## config.mk

```make
export PLATFORM = sky130hd
export DESIGN_NAME = recv
export DESIGN_NICKNAME = d
export VERILOG_FILES = /design/src/rtl/recv.sv
export SDC_FILE = /design/constraint.sdc
export NUM_CORES = 1
export LEC_CHECK = 0
export CAP_MARGIN = 15
export CORE_MARGIN = 5
export CORE_UTILIZATION = 40
export DETAILED_ROUTE_END_ITERATION = 12
export SETUP_SLACK_MARGIN = 0.05
export SLEW_MARGIN = 20
export SYNTH_ARGS = -nofsm -noshare
export SYNTH_HDL_FRONTEND = slang
export SYNTH_SLANG_ARGS = --single-unit
```

## constraint.sdc

```tcl
create_clock -name clk -period 2.7 [get_ports clk]
set_input_delay 0.81 -clock clk [delete_from_list [all_inputs] [get_ports clk]]
set_output_delay 0.81 -clock clk [all_outputs]
set_load 0.01 [all_outputs]
```

## src/rtl/recv.sv

```systemverilog
// recv: 8N1 UART receiver with 2-FF sync, mid-bit sampling, RI/FE/OE flags.
// Optional UART_RX_MAJORITY_EN selects 2-of-3 majority sampling of RXD.
module recv #(
  parameter int DIV  = 5208,
  parameter int HALF = DIV / 2
) (
  input  logic       clk,
  input  logic       rst_n,
  input  logic       RXD,
  input  logic       RD,
  output logic [7:0] Dataout,
  output logic       RI,
  output logic       FE,
  output logic       OE,
  output logic       BUSY
);

  typedef enum logic [1:0] {
    IDLE,
    START,
    DATA,
    STOP
  } state_t;

  localparam logic [15:0] DIV_M1  = 16'(DIV - 1);
  localparam logic [15:0] HALF_M1 = 16'(HALF - 1);

  state_t      state, state_nx;
  logic        s1, s2, prev;
  logic [15:0] cnt, cnt_nx;
  logic [2:0]  idx, idx_nx;
  logic [7:0]  sh, sh_nx;
  logic        smp;
  logic        frame_ok, frame_bad;

  always_ff @(posedge clk or negedge rst_n) begin
    if (!rst_n) begin
      s1   <= 1'b1;
      s2   <= 1'b1;
      prev <= 1'b1;
    end else begin
      s1   <= RXD;
      s2   <= s1;
      prev <= s2;
    end
  end

`ifdef UART_RX_MAJORITY_EN
  // hist plus the current s2 form the 3-sample window
  logic [1:0] hist;

  always_ff @(posedge clk or negedge rst_n) begin
    if (!rst_n) hist <= 2'b11;
    else        hist <= {hist[0], s2};
  end

  assign smp = (s2 & hist[0]) | (s2 & hist[1]) | (hist[0] & hist[1]);
`else
  assign smp = s2;
`endif

  always_comb begin
    state_nx  = state;
    cnt_nx    = cnt;
    idx_nx    = idx;
    sh_nx     = sh;
    frame_ok  = 1'b0;
    frame_bad = 1'b0;
    unique case (state)
      IDLE: begin
        if (!s2 && prev) begin
          state_nx = START;
          cnt_nx   = '0;
        end
      end
      START: begin
        if (cnt == HALF_M1) begin
          if (!smp) begin
            state_nx = DATA;
            cnt_nx   = '0;
            idx_nx   = '0;
          end else begin
            state_nx = IDLE;
          end
        end else begin
          cnt_nx = cnt + 16'd1;
        end
      end
      DATA: begin
        if (cnt == DIV_M1) begin
          sh_nx  = {smp, sh[7:1]};
          cnt_nx = '0;
          if (idx == 3'd7) state_nx = STOP;
          else             idx_nx   = idx + 3'd1;
        end else begin
          cnt_nx = cnt + 16'd1;
        end
      end
      STOP: begin
        if (cnt == DIV_M1) begin
          frame_ok  = smp;
          frame_bad = ~smp;
          state_nx  = IDLE;
        end else begin
          cnt_nx = cnt + 16'd1;
        end
      end
      default: state_nx = IDLE;
    endcase
  end

  always_ff @(posedge clk or negedge rst_n) begin
    if (!rst_n) begin
      state <= IDLE;
      cnt   <= '0;
      idx   <= '0;
      sh    <= '0;
    end else begin
      state <= state_nx;
      cnt   <= cnt_nx;
      idx   <= idx_nx;
      sh    <= sh_nx;
    end
  end

  // a new frame beats a same-cycle RD; OE looks at RI before this cycle
  always_ff @(posedge clk or negedge rst_n) begin
    if (!rst_n) begin
      Dataout <= '0;
      RI      <= 1'b0;
      FE      <= 1'b0;
      OE      <= 1'b0;
    end else begin
      FE <= frame_bad;
      if (frame_ok) Dataout <= sh;
      if (frame_ok)  RI <= 1'b1;
      else if (RD)   RI <= 1'b0;
      if (frame_ok && RI) OE <= 1'b1;
      else if (RD)        OE <= 1'b0;
    end
  end

  assign BUSY = (state != IDLE);

endmodule

```

==> metrics.csv <==
stage,metric,value,unit
outcome,run status,"complete, no violations",
worst_setup_path,CP Max Fanout,8,
drt,met3 WL,140,um
place,HPWL after detailed placement,3120,um
drt,Post-route DRC,0,
power_and_ir_drop,final total power,1.43,mW
global_route,largest net degree at the start of global routing,21,
clocking,CTS buffer count,5,
place,IO Port Bufs,15,
sta,Setup-failing EPs final,0,
logic_synthesis,"Top FF cell, synth",dfrtp_1,
power_and_ir_drop,peak supply drop,0.307,mV
drt,Routed wire per std cell,15.1,um
worst_setup_path,slowest cell delay on critical path,510,ps
power_and_ir_drop,P per Cell Area,583,nW/um2
logic_synthesis,Post-synth EDFFs,0,
layout,"commonest non-fill, non-tap cell in the layout",dfrtp_1,
global_route,first-pass GRT wire length,7120,um
sta,Max-slew headroom,0.647,
logic_synthesis,synthesized area,2120,um2
clocking,clk buf depth,2,
place,Cells after DPL,271,
power_and_ir_drop,LEAKAGE,1.11,nW
logic_synthesis,Mapped Cells,189,
drt,drt total wl,4230,um
worst_setup_path,Worst setup SP type,register,
sta,Tightest Pin Transition,528,ps
worst_setup_path,worst path cell trace,nor2_2 -> inv_1 -> clkdlybuf4s50_1,
worst_setup_path,slowest cell on the critical path,dfrtp_1,
sta,final hold violations,0,
floorplanning,total die area,6860,um2
logic_synthesis,fraction of registers with async set/reset,1.00,
global_route,initial antenna violation count,0,
worst_setup_path,CP endpoint kind,output port,
global_route,"Remaining Overflow, GRT",0,
sta,fmax,400,MHz
layout,Area Growth Syn to Fin,15.3,%
logic_synthesis,syn nets,196,
floorplanning,DIE HEIGHT,82.9,um
global_route,Overall Global Routing Usage,0.127,
drt,highest metal used,met4,
layout,most frequent cells in the layout,"dfrtp_1, mux2_2, clkdlybuf4s50_1, nor2_1, nand2_1",
floorplanning,# IOs,16,
drt,metal1 wirelength,2020,um
clocking,Post-CTS Setup Bufs,0,
layout,Final nets,215,
drt,met2 wire len,1970,um
logic_synthesis,#FFs+latches synth,43,
drt,1st-iter DRT viols,124,
worst_setup_path,Worst path top cell family by delay,buffers and inverters,
logic_synthesis,average size of a mapped cell,11.2,um2
clocking,Root Buffer Master,clkbuf_8,
worst_setup_path,Buf/Inv on CP,2,
sta,Max Clock Skew,4.07,ps
drt,vias per cell,5.50,
global_route,number of global-route vias before repair,1488,
clocking,later-pin clock latency in the skew report,290,ps
logic_synthesis,Synth cell types,48,
clocking,TritonCTS clock tree,done,
worst_setup_path,WP data required,1890,ps
floorplanning,FP Rows,26,
place,GP Congestion,0.929,
clocking,clk sinks,43,
drt,Final ANT Viol Nets,0,
sta,RSZ-0062 raised after global routing,false,
clocking,clk slew on worst S/H paths,80,ps
sta,Final min period,2500,ps
drt,Via Count,1534,
sta,fin crit share,0.926,
worst_setup_path,Setup CP Type,reg -> out,
layout,share of cells above drive strength 1,0.191,
sta,max-slew violations,0,
run,Max Cap Viol,0,
layout,antenna cells,0,
floorplanning,area of the core,5140,um2
hold_path,worst hold-check path type,reg -> reg,
sta,final setup TNS,0,ps
drt,Initial DRT Pass Iterations,4,
floorplanning,Die Width,82.9,um
floorplanning,Starting Density,0.413,
logic_synthesis,sequential area share after synthesis,0.509,
logic_synthesis,synth warn,0,
worst_setup_path,Worst EP arrival,1690,ps
clocking,H-Tree Depth,2,
layout,Final Instance Count excl. Fillers,279,
-- registers in the layout, indices dropped and copies added, names as in the netlist, named ones only --
signal	cells
state	1
s1	1
FE	1
cnt	16
idx	3
RI	1
Dataout	8
sh	8
prev	1
OE	1
s2	1
-- path summary, 6_finish.rpt --
kind | start | end | slack, ps | cells past startpoint
worst min register to register | s1$_DFF_PN1_ | s2$_DFF_PN1_ | 360 | 0
worst max-delay path | state[0]$_DFFE_PN0P_ | BUSY | 200 | 3
worst max register to register | cnt[0]$_DFFE_PN0P_ | cnt[13]$_DFFE_PN0P_ | 540 | 6
worst min-delay path | s1$_DFF_PN1_ | s2$_DFF_PN1_ | 360 | 0
min in group asynchronous | rst_n | cnt[12]$_DFFE_PN0P_ | 400 | 1
max in group asynchronous | rst_n | prev$_DFF_PN1_ | 1690 | 2
-- metrics by stage --
step / instance area [um2] / utilization / setup WS (ps) / hold WS (ps)
after global placement: 2340 / 0.456 / 456 / 349
final: 2450 / 0.476 / 199 / 361
after global routing: 2450 / 0.476 / 90.5 / 370
after floorplan: 2120 / - / 749 / 345
after CTS: 2450 / 0.476 / 98.1 / 365
after detailed placement: 2340 / 0.456 / 431 / 354
-- cell families after synthesis --
family / after synthesis / share of synthesized area
AO/OA/AOI/OAI: 29 / 0.102
AND/OR/NAND/NOR: 78 / 0.227
XOR/XNOR: 6 / 0.0247
buffers and inverters: 13 / 0.0295
adder cells (fa/ha/maj): 3 / 0.0177
flip-flops: 43 / 0.509
multiplexers: 17 / 0.0902
-- where the power goes --
group | internal (mW) | total, mW | switching (mW) | leakage, nW
Sequential | 0.698 | 0.793 | 0.0945 | 0.574
Clock | 0.233 | 0.448 | 0.215 | 0.0505
Combinational | 0.0997 | 0.186 | 0.0866 | 0.481
Total | 1.03 | 1.43 | 0.396 | 1.11
-- timing repair --
action,4_1_cts,5_1_grt
hold buffers,0,0
resized for setup,0,1
setup endpoints to repair,0,1
-- worst register-to-register path: stages (launching register included) --
cell and delay (ps):
dfrtp_1 420, ha_1 300, nor4b_1 310, and4_1 350
a2bb2oi_1 340, nor3_1 100, a211o_1 230
-- per-layer routing --
layer / vias to the layer above / track usage
met5: - / 0
met4: 0 / 0.0579
met3: 7 / 0.0297
met2: 28 / 0.193
met1: 764 / 0.172
li1: 735 / -
-- synthesized netlist by cell type (all sizes together) (3+ instances only) --
cell / instances / share of area
ha: 3 / 0.018
o21ai: 7 / 0.016
dfstp: 3 / 0.037
mux2: 17 / 0.090
nor4b: 3 / 0.012
or3: 3 / 0.0088
inv: 7 / 0.012
and3: 4 / 0.012
nor3: 6 / 0.014
nand2: 14 / 0.029
buf: 6 / 0.017
nand3: 8 / 0.019
dfrtp: 40 / 0.47
xor2: 4 / 0.016
a21oi: 6 / 0.014
a211o: 3 / 0.012
nand4: 10 / 0.037
nor2: 14 / 0.025
-- area by class of cell --
cell class / instances / area, um2
Timing Repair Buffer: 18 / 168
Sequential cell: 43 / 1080
Fill cell: 500 / 2690
Clock buffer: 7 / 96.3
Clock inverter: 1 / 7.51
Multi-Input combinational cell: 133 / 983
Tap cell: 70 / 87.6
Inverter: 7 / 26.3
(Power assumes the default switching activity.)
